[config.mk]
export PLATFORM = sky130hd
export DESIGN_NAME = prog_clock_divider
export DESIGN_NICKNAME = d
export VERILOG_FILES = /design/src/rtl/prog_clock_divider.sv
export SDC_FILE = /design/constraint.sdc
export NUM_CORES = 1
export LEC_CHECK = 0
export ABC_AREA = 1
export BUFFER_PORTS_ARGS = -buffer_cell sky130_fd_sc_hd__buf_2
export CORE_MARGIN = 10
export CORE_UTILIZATION = 28
export DETAILED_ROUTE_END_ITERATION = 10
export PLACE_DENSITY = 0.45
export SLEW_MARGIN = 20
export SYNTH_ARGS = -nofsm -noshare
export SYNTH_HDL_FRONTEND = slang
export SYNTH_SLANG_ARGS = --single-unit
[constraint.sdc]
create_clock -name clk50Mhz -period 2.4 [get_ports clk50Mhz]
set_input_delay 0 -clock clk50Mhz [delete_from_list [all_inputs] [get_ports clk50Mhz]]
set_output_delay 0 -clock clk50Mhz [all_outputs]
set_load 0.01 [all_outputs]
[src/rtl/prog_clock_divider.sv]
// Multi-channel programmable clock/strobe divider running from clk50Mhz.
// Each channel produces a square wave or a one-cycle strobe, with glitch-free divisor updates.
module prog_clock_divider #(
    parameter int WIDTH  = 32,
    parameter int NUM_CH = 2
) (
    input  logic                    clk50Mhz,
    input  logic                    rst_n,
    input  logic [NUM_CH-1:0]       en,
    input  logic [NUM_CH-1:0]       mode,
    input  logic [NUM_CH*WIDTH-1:0] divider,
    input  logic [NUM_CH-1:0]       sync,
    output logic [NUM_CH-1:0]       slow_clk,
    output logic [NUM_CH-1:0]       tick
);

    for (genvar i = 0; i < NUM_CH; i++) begin : g_ch
        logic [WIDTH-1:0] cnt;
        logic [WIDTH-1:0] div_act;
        logic             mode_act;
        logic             slow_q;
        logic             tick_q;
        logic [WIDTH-1:0] div_in;
        logic [WIDTH-1:0] term_cnt;

        assign div_in = divider[i*WIDTH +: WIDTH];
        // A zero divisor behaves as divide-by-one, so the terminal count is 0.
        assign term_cnt = (div_act == '0) ? '0 : div_act - WIDTH'(1);

        always_ff @(posedge clk50Mhz or negedge rst_n) begin
            if (!rst_n) begin
                cnt      <= '0;
                div_act  <= '0;
                mode_act <= 1'b0;
                slow_q   <= 1'b0;
                tick_q   <= 1'b0;
            end else if (!en[i] || sync[i]) begin
                cnt      <= '0;
                slow_q   <= 1'b0;
                tick_q   <= 1'b0;
                div_act  <= div_in;
                mode_act <= mode[i];
            end else if (cnt == term_cnt) begin
                // Divisor and mode are only picked up here, so a period always completes.
                cnt      <= '0;
                tick_q   <= 1'b1;
                slow_q   <= mode_act ? 1'b1 : ~slow_q;
                div_act  <= div_in;
                mode_act <= mode[i];
            end else begin
                cnt    <= cnt + WIDTH'(1);
                tick_q <= 1'b0;
                if (mode_act) begin
                    slow_q <= 1'b0;
                end
            end
        end

        assign slow_clk[i] = slow_q;
        assign tick[i]     = tick_q;
    end

endmodule

==> results of run 1 <==
## cell usage in the layout (no fill, tap or decap), types with 2 or more instances in the layout
cell type and count:
nand2_1 416, buf_4 245, nor2_1 189, nand3_1 165, inv_1 151, dfrtp_1 130, nand4_1 75, buf_2 74
dlygate4sd3_1 71, nor2_2 65, nand2_2 65, xor2_1 52, nand2_4 35, nor2_4 32, o21ai_0 31, nor3_1 28
clkbuf_16 28, buf_6 17, o21bai_1 12, buf_12 12, nor4_1 8, o21ai_1 7, inv_2 6, o21bai_2 6
nand3_2 5, inv_8 5, nand2_8 4, clkinv_4 4, dfrtp_2 4, o21ai_2 3, inv_6 3, buf_8 3
xnor2_1 2, nand3_4 2, o31ai_1 2, nand3b_1 2, ha_4 2, ha_1 2, clkinvlp_4 2
## worst max-delay path, delay by kind of cell, from the launching register on
kind                   cells  cell delay [ns]
buffers and inverters      4             0.74
DFF                        1             0.46
and+or+nand+nor           13             1.45
## timing repair
| action | in CTS | in global routing |
|---|---|---|
| cloned | 1 | 13 |
| setup buffers | 12 | 17 |
| endpoints found under the hold margin | 127 | 0 |
| pin swaps | 17 | 36 |
| setup endpoints to repair | 134 | 134 |
| hold buffers | 71 | 0 |
| resized for setup | 54 | 258 |
## path summary, 6_finish.rpt
check | end | slack [ns] | depth (start not counted)
max | g_ch[0].div_act[29]$_DFFE_PN0P_ | -0.32 | 17
min | g_ch[1].div_act[6]$_DFFE_PN0P_ | 0.12 | 2
max reg2reg | g_ch[0].div_act[29]$_DFFE_PN0P_ | -0.32 | 17
min reg2reg | g_ch[1].mode_act$_DFFE_PN0P_ | 0.52 | 2
max in group asynchronous | g_ch[0].cnt[27]$_DFF_PN0_ | 1.43 | 3
min in group clk50Mhz | g_ch[0].div_act[4]$_DFFE_PN0P_ | 0.28 | 4
## area by class of cell
class                           count  area (µm²)  area share
Timing Repair Buffer              434        3700      0.2423
Antenna cell                        1       2.502   0.0001639
Tap cell                          455       569.3     0.03728
Sequential cell                   134        3358      0.2199
Multi-Input combinational cell   1215        6489      0.4249
Inverter                          157       589.3     0.03859
Clock inverter                     15       137.6    0.009013
Clock buffer                       17       425.4     0.02786
## logic make-up after synthesis
family                     Yosys count  synth area share
adders and majority gates            4          0.005091
DFF                                134            0.3411
buffers and inverters              198           0.08897
and+or+nand+nor                   1094            0.4791
AOI/OAI and AO/OA                   63           0.03767
xor gates and xnor gates            54           0.04811
## sequential cells by signal (all words and copies together), names as in the netlist
signal / flops
g_ch.cnt: 64
g_ch.mode_act: 2
g_ch.slow_q: 2
g_ch.div_act: 64
g_ch.tick_q: 2
## per-stage QoR
| stage | util | TNS (ns) |
|---|---|---|
| 2_1_floorplan | - | -0.001222 |
| 3_3_place_gp | 0.3603 | -34.51 |
| 3_5_place_dp | 0.3603 | -35.97 |
| 4_1_cts | 0.4052 | -24.20 |
| 5_1_grt | 0.4410 | -55.53 |
| 6_report | 0.4410 | -30.43 |
## layer usage
layer	GRT usage	part of all wire	up-vias
met1	0.1923	0.43	5244
met2	0.2903	0.52	176
met3	0.02813	0.026	37
li1	-	-	5769
met5	0	0	-
met4	0.04215	0.018	0
## report_power, final
group / internal (µW) / switching, µW
registers: 2350 / 78.1
clock network: 1370 / 1220
logic: 751 / 794
total: 4470 / 2100
==> results.ini, run 1 <==
[timing]
tightest_slew_ns=0.6858
setup_viol=134
max_freq_mhz=367.5
setup_ws_ns=-0.3209
finalCritPeriodShare=1.134
hold_violations=0
finalCriticalPeriod_ns=2.721
clock_skew_ns=0.01180
rsz0062_at_grt=yes
relSlewSlack=0.5428
final_max_slew_viol_count=0
whs_ns=0.1201

[yosys]
yosysMostFrequentCell=nand2_1
synth.top_cell.area_share=0.3411
syn_area_per_cell_um2=6.355
synth_top_cell_by_area=dfrtp_1
synth_nets=1623
ys_seq_area_frac=0.3411
syn_area_mm2=0.009831
synth_common_cells=nand2_1 (514), nor2_1 (271), nand3_1 (170)
yosys-top-cells-area=dfrtp_1 (34%), nand2_1 (20%), nor2_1 (10%), nand3_1 (8.7%), inv_1 (6.0%)
yosysUniqueCellTypes=30
synthFlopType=dfrtp_1
synthArstFlopShare=1.000
ys_ff_latch=134
synth_edf_count=0
synth_warnings=0
postSynthCellCount=1547

[final_layout]
design_area_mm2=0.01527
area_delta_synth_final_pct=55.34
layout-drive-gt1-share=0.3174
fillCellCount=3596
nets=2035
stdcell_count=2428

[global_route]
gr-total-overflow=0
track_usage=0.1612
grt_pass1_wl_um=56890
grt_max_degree=64
grt_pass1_vias=11085
antenna_found_initial=1

[placement]
dp_slack_ns=-0.3932
place_area_mm2=0.01248
dp_cells=2283
port_buffers=75
dp_hpwl_um=26930
gp_congestion=0.8803

[die]
die-width_um=207.4
dieHeight_um=207.4
die_area_mm2=0.04300
rows=68
core_area_mm2=0.03463
start_util=0.2839
ios=76

[worst_setup_path]
path_cells=nor2_4, nand2_2, nor2_8, nand4_1, buf_12, buf_8, nand4_1, nand3_1, nor2_1, nand2_1, nor2_2, buf_6, nand3_4, nand2_8, clkbuf_16, nand2_4, nand2_1
timing.rr.start=g_ch[0].div_act[5]$_DFFE_PN0P_
critPathMaxStageDelay_ns=0.46
cpMaxStageDelayCell=dfrtp_2
worstSetupEndpointType=flip-flop
worstSetupStartpointType=flip-flop
worst_ep_required_time_ns=2.78
startpoint=g_ch[0].div_act[5]$_DFFE_PN0P_
crit_type=flip-flop to flip-flop
crit_arrival_ns=3.10
cp_max_fo=8

[clock_tree]
h-tree-depth=4
ctsRootBufferMaster=clkbuf_16
clock-sinks=134
clkLatencyLatePin_ns=0.44
clock_path_buffers=2
cts.clk_slew.worst_paths_ns=0.07
cts_buffers=17
cts_tree=yes

[worst_hold_path]
hp-class=primary input to async pin

[power_and_ir_drop]
power_uw=6570
power_leakage_uw=0.007163
p_per_area_mw_per_mm2=430.2
ir_drop_v=0.0005124

[detailed_routing]
wire_per_inst_um=15.23
wl_um=36970
route.detailed.drc=0
ant_nets=0
dr.first_iter.drc_count=626
vias=11226
first_pass_iters=5
viasPerCell=4.624

[flow_run]
drv_cap=0

[run_status]
status=finished with violations
violations=negative setup slack

Note: power is estimated with default switching activity, not from simulation.
==> inputs of run 2 (changes only) <==
Settings changed: CAP_MARGIN set to 15, REMOVE_ABC_BUFFERS set to 1.
==> run 2 against run 1 <==
Effect of this change: the run still ends with negative setup slack left; sequential share of layout area fell by 1.1 points; via count rose by 1.2%; sequential power barely moved; clock power rose by 7%; clock-buffer cell count did not move; worst hold slack improved by 0.030 ns; largest power group unchanged.
==> results.ini, run 2 (synthesis results as in run 1) <==
[clock_tree]
h-tree-depth=4  ; unchanged
ctsRootBufferMaster=clkbuf_16
cts_buffers=17  ; unchanged
clock-sinks=134  ; unchanged
clkLatencyLatePin_ns=0.45  ; about the same
clock_path_buffers=2  ; unchanged
cts.clk_slew.worst_paths_ns=0.07  ; about the same
cts_tree=yes

[detailed_routing]
wl_met1_um=16420  ; +2.7%
met3_length_um=993  ; +2.2%
dr_wl_met2_um=19880  ; +2.8%
vias=11356  ; +1.2%
route.detailed.drc=0  ; unchanged
viasPerCell=4.629  ; +0.13%
first_pass_iters=7  ; +2
top_layer=met4
wl_um=38360  ; +3.8%
ant_nets=0  ; unchanged
wire_per_inst_um=15.64  ; +2.7%
dr.first_iter.drc_count=549  ; -12%

[final_layout]
final_cell_mix=nand2_1 (472), buf_4 (244), nor2_1 (172)
register_area_mm2=0.003361  ; about the same
fillCellCount=3508  ; -2.4%
nets=2061  ; +1.3%
antenna_cells=0  ; -1
area_delta_synth_final_pct=63.46
multi_input_area_mm2=0.006594  ; +1.6%
postLayoutCoreUtil=0.4640  ; +0.02305
top_regs=g_ch.cnt x64, g_ch.div_act x64
layout_commonest_cell=nand2_1
layout-drive-gt1-share=0.3393  ; +0.02190

[run_status]
violations=negative setup slack
status=finished with violations

[placement]
dp_hpwl_um=26630  ; -1.1%
port_buffers=75  ; unchanged
gp_congestion=0.8632  ; -1.9%

[die]
core_area_mm2=0.03463  ; unchanged
die-width_um=207.4  ; unchanged
start_util=0.2839  ; unchanged
ios=76  ; unchanged
dieHeight_um=207.4  ; unchanged
die_area_mm2=0.04300  ; unchanged
rows=68  ; unchanged

[worst_setup_path]
cpLargestDelayFamily=simple AND/OR/NAND/NOR gates
worstSetupEndpointType=flip-flop
crit_end=g_ch[0].div_act[18]$_DFFE_PN0P_
cp.depth=17  ; unchanged
worst_ep_required_time_ns=2.73  ; -0.05 ns
reg2reg_slack_ns=-0.28  ; +0.04 ns
r2r_cells=17  ; unchanged
crit_type=flip-flop to flip-flop
cp_max_fo=9  ; +1
critPathMaxStageDelay_ns=0.46  ; about the same
path_cells=nor2_2, nand2_1, buf_4, nor2_2, nand2_2, o21bai_1, nand3_1, nand2_2, nand2_2, nor2_2, nand2_1, nor2_2, nand3_4, buf_12, buf_16, nand3_1, nand2_1
cp.buffers_inverters=3  ; -1
timing.rr.start=g_ch[0].div_act[13]$_DFFE_PN0P_
r2r-end=g_ch[0].div_act[18]$_DFFE_PN0P_
worstSetupStartpointType=flip-flop
startpoint=g_ch[0].div_act[13]$_DFFE_PN0P_
crit_top_cell=nor2_2
cpMaxStageDelayCell=dfrtp_2
crit_arrival_ns=3.02  ; -0.08 ns

[timing]
final_max_slew_viol_count=0  ; unchanged
hold_violations=0  ; unchanged
rsz0062_at_grt=yes
setup_ws_ns=-0.2830  ; +0.03783 ns
tightest_slew_ns=0.9560  ; +0.2702 ns
finalCriticalPeriod_ns=2.683  ; -0.03783 ns
setup_viol=134  ; unchanged
setup_tns_ns=-30.67  ; -0.2363 ns
relSlewSlack=0.3620  ; -0.1808
finalCritPeriodShare=1.118  ; -0.01576
max_freq_mhz=372.7  ; +1.4%
clock_skew_ns=0.007913  ; -0.003887 ns

[global_route]
grt_pass1_vias=11575  ; +4.4%
gr-total-overflow=0  ; unchanged
grt_max_degree=77  ; +20%
grt_pass1_wl_um=60880  ; +7.0%
antenna_found_initial=0  ; -1
track_usage=0.1749  ; +0.01372

[worst_hold_path]
hp-class=primary input to async pin

[power_and_ir_drop]
p_per_area_mw_per_mm2=420.8  ; -2.2%
power_leakage_uw=0.007505  ; +4.8%
ir_drop_v=0.0005599  ; +9.3%

[flow_run]
drv_cap=0  ; unchanged

[run 2: changes by cell type in the layout (fill, tap and decap cells not counted), moves of 13 or more]
cell / delta
nand3_1: -62
nor2_1: -17
nand3_2: +60
nand2_4: -28
nor2_2: +13
nand2_1: +56
nand2_2: -26
buf_16: +20
[run 2: how the worst min path moves through the flow]
| stage | from | depth (start not counted) | endpoint | slack, ns |
|---|---|---|---|---|
| detailed placement | rst_n | 1 | g_ch[0].div_act[7]$_DFFE_PN0P_ | 0.11 |
| global route | rst_n | 2 | g_ch[0].div_act[7]$_DFFE_PN0P_ | 0.24 |
| finish | rst_n | 2 | g_ch[0].div_act[5]$_DFFE_PN0P_ | 0.15 |
| global placement | rst_n | 1 | g_ch[0].div_act[7]$_DFFE_PN0P_ | 0.09 |
| floorplan | rst_n | 0 | g_ch[0].cnt[0]$_DFF_PN0_ | -0.30 |
| CTS | rst_n | 2 | g_ch[0].div_act[7]$_DFFE_PN0P_ | 0.19 |
[run 2: layout make-up]
class / count / area share
multi-input cells: 1215 / 0.4103
repair buffers: 460 / 0.2714
flip-flops and latches: 134 / 0.2091
inverters: 157 / 0.03667
well taps: 455 / 0.03543
clock buffers: 17 / 0.02647
clock inverters: 15 / 0.01059
[run 2: report_power, final]
group	internal (µW)	switching, µW	leakage (µW)
sequential	2360	91.4	0.00173
combinational	772	784	0.00549
clock	1560	1200	0.000287
[run 2: repair_timing]
action                                  CTS  global route
endpoints found under the setup margin  134           134
hold endpoints to repair                143             0
hold buffers                             71             0
pin swaps                                51            69
gates resized for setup                 183           159
setup buffers                            26            12
gates cloned                             23             7
[run 2: routing by layer]
| metal | GRT usage | vias up |
|---|---|---|
| met4 | 0.06397 | 0 |
| met1 | 0.2055 | 5287 |
| met5 | 0 | - |
| met2 | 0.3137 | 171 |
| met3 | 0.02693 | 57 |
| li1 | - | 5841 |
[run 2: per-stage QoR]
| step | cell area [µm²] | setup slack (ns) | instances | hold WS (ns) | total power [µW] |
|---|---|---|---|---|---|
| finish | 16070 | -0.2830 | 2453 | 0.1498 | 6762 |
| global route | 16070 | -0.4263 | 2453 | 0.2397 | 7093 |
| CTS | 15290 | -0.2275 | 2437 | 0.1903 | 6742 |
| detailed placement | 12520 | -0.6358 | 2285 | 0.1082 | 3705 |
| global placement | 12520 | -0.6743 | 2285 | 0.09228 | 3698 |
| floorplan | 9545 | -1.332 | 1506 | -0.2956 | 3036 |
==> inputs of run 3 (changes only) <==
Settings changed: CTS_CLUSTER_SIZE set to 20, GPL_TIMING_DRIVEN set to 0.
==> run 3 against run 2 <==
Effect of this change: the run still ends with negative setup slack left; critical path depth up 4; cell area down 3.9%; utilization down 1.8 points; via count down 1.3%; sequential power up 2%; die area unchanged; total power down 1.1%; worst setup slack worse by 0.086 ns; clock power up 2%; routed wire length up 1.2%; maximum frequency down 3.1%; critical path type unchanged.
==> results.ini, run 3 (synthesis results as in run 1) <==
[placement]
port_buffers=75  ; unchanged
gp_congestion=0.8828  ; +2.3%
dp_slack_ns=-1.937  ; -1.302 ns
dp_cells=2045  ; -11%
dp_hpwl_um=23490  ; -12%

[timing]
rsz0062_at_grt=yes
setup_viol=134  ; unchanged
clock_skew_ns=0.008264  ; +0.0003507 ns
relSlewSlack=0.5342  ; +0.1722
max_freq_mhz=361.2  ; -3.1%
finalCritPeriodShare=1.154  ; +0.03569
final_max_slew_viol_count=0  ; unchanged
finalCriticalPeriod_ns=2.769  ; +0.08566 ns
setup_ws_ns=-0.3687  ; -0.08566 ns
hold_violations=0  ; unchanged
tightest_slew_ns=0.6970  ; -0.2590 ns

[final_layout]
final_cell_mix=nand2_1 (419), nor2_1 (161), inv_1 (153)
antenna_cells=0  ; unchanged
stdcell_count=2325  ; -5.2%
fillCellCount=3408  ; -2.9%
nets=1934  ; -6.2%
layout-drive-gt1-share=0.3390  ; about the same
area_delta_synth_final_pct=57.12
layout_commonest_cell=nand2_1
top_regs=g_ch.cnt x64, g_ch.div_act x64

[die]
die-width_um=207.4  ; unchanged
ios=76  ; unchanged
dieHeight_um=207.4  ; unchanged
rows=68  ; unchanged
start_util=0.2839  ; unchanged
die_area_mm2=0.04300  ; unchanged
core_area_mm2=0.03463  ; unchanged

[clock_tree]
h-tree-depth=4  ; unchanged
cts_buffers=17  ; unchanged
cts.clk_slew.worst_paths_ns=0.06  ; about the same
ctsRootBufferMaster=clkbuf_16
clkLatencyLatePin_ns=0.44  ; about the same
clock_path_buffers=2  ; unchanged
cts_tree=yes
clock-sinks=134  ; unchanged

[global_route]
grt_pass1_vias=11441  ; -1.2%
grt_max_degree=79  ; +2.6%
track_usage=0.1757  ; +0.0007592
antenna_found_initial=0  ; unchanged
gr-total-overflow=0  ; unchanged
grt_pass1_wl_um=61170  ; +0.48%

[worst_setup_path]
worstSetupEndpointType=flip-flop
worstSetupStartpointType=flip-flop
crit_arrival_ns=3.10  ; +0.08 ns
crit_type=flip-flop to flip-flop
cp_max_fo=5  ; -4
critPathMaxStageDelay_ns=0.41  ; -0.05 ns
cpMaxStageDelayCell=dfrtp_1
path_cells=inv_2, ha_4, nand2_4, nor2_4, nand4_1, buf_6, buf_12, buf_12, buf_16, nand3_2, nand2_2, buf_4, buf_4, buf_4, buf_4, nand3_1, nor2_1, nand2_1, nor2_1, nand4_1, nand2_2
worst_ep_required_time_ns=2.73  ; about the same
crit_top_cell=buf_4

[detailed_routing]
dr.first_iter.drc_count=629  ; +15%
vias=11208  ; -1.3%
wl_um=38830  ; +1.2%
ant_nets=0  ; unchanged
viasPerCell=4.821  ; +4.1%
route.detailed.drc=0  ; unchanged
wire_per_inst_um=16.70  ; +6.8%
first_pass_iters=5  ; -2

[worst_hold_path]
hp-class=primary input to async pin

[power_and_ir_drop]
ir_drop_v=0.0005087  ; -9.1%
power_leakage_uw=0.006781  ; -9.7%
p_per_area_mw_per_mm2=433.0  ; +2.9%

[flow_run]
drv_cap=0  ; unchanged

[run_status]
violations=negative setup slack
status=finished with violations

[run 3: cell count changes in the layout (fill, tap and decap cells not counted), moves of 12 or more]
cell	delta
buf_4	-134
nand2_1	-53
nand2_2	+47
nor2_4	+27
dfrtp_1	-25
dfrtp_2	+25
nor2_2	-16
nand2_8	+15
nand3_1	+14
nand3_2	-12
[run 3: timing repair]
item / 4_1_cts / 5_1_grt
endpoints found under the hold margin: 145 / 0
gates cloned: 30 / 4
hold buffers: 71 / 0
pin swaps: 74 / 77
setup buffers: 122 / 25
gates resized for setup: 270 / 196
setup endpoints to repair: 134 / 134
[run 3: cell type report]
class	instances	area, µm²	share of cell area
Clock buffer	23	488.0	0.03159
Clock inverter	8	121.4	0.007857
Inverter	157	589.3	0.03815
Multi-Input combinational cell	1236	7297	0.4724
Sequential cell	134	3392	0.2196
Tap cell	455	569.3	0.03686
Timing Repair Buffer	312	2989	0.1935
[run 3: critical path: cells and delay by family, from the launching register on]
family | cells | cell delay, ns
DFF | 1 | 0.41
and+or+nand+nor | 11 | 0.93
adders and majority gates | 1 | 0.14
buffers and inverters | 9 | 1.15
[run 3: path summary, 6_finish.rpt]
check | start | to | slack, ns | depth (start not counted)
max | g_ch[1].div_act[1]$_DFFE_PN0P_ | g_ch[1].slow_q$_DFFE_PN0P_ | -0.37 | 21
min | rst_n | g_ch[0].div_act[11]$_DFFE_PN0P_ | 0.15 | 2
max in group asynchronous | rst_n | g_ch[0].div_act[25]$_DFFE_PN0P_ | 1.48 | 3
min in group clk50Mhz | divider[48] | g_ch[1].div_act[16]$_DFFE_PN0P_ | 0.28 | 4
min reg2reg | g_ch[0].cnt[0]$_DFF_PN0_ | g_ch[0].cnt[0]$_DFF_PN0_ | 0.51 | 1
max reg2reg | g_ch[1].div_act[1]$_DFFE_PN0P_ | g_ch[1].slow_q$_DFFE_PN0P_ | -0.37 | 21
[run 3: per-stage QoR]
| stage | cell area [µm²] | util | power (µW) | hold slack (ns) | TNS (ns) |
|---|---|---|---|---|---|
| 2_1_floorplan | 9545 | - | 3036 | -0.2956 | -172.53 |
| 3_3_place_gp | 10490 | 0.3029 | 3321 | 0.1708 | -483.23 |
| 3_5_place_dp | 10660 | 0.3079 | 3346 | 0.04204 | -210.60 |
| 4_1_cts | 14440 | 0.4169 | 6598 | 0.1768 | -28.58 |
| 5_1_grt | 15450 | 0.4461 | 7015 | 0.2059 | -59.80 |
| 6_report | 15450 | 0.4461 | 6688 | 0.1461 | -40.48 |
[run 3: per-layer routing]
metal | vias up | track usage | part of all wire
met5 | - | 0 | 0
met4 | 0 | 0.07878 | 0.048
met3 | 99 | 0.02693 | 0.033
met2 | 245 | 0.3169 | 0.51
met1 | 5250 | 0.1996 | 0.41
li1 | 5614 | - | -
[run 3: power breakdown]
group,internal (µW),total (µW),switching (µW),leakage (µW)
clock network,1740,2820,1080,0.000299
registers,2360,2510,149,0.00170
logic,614,1360,745,0.00478
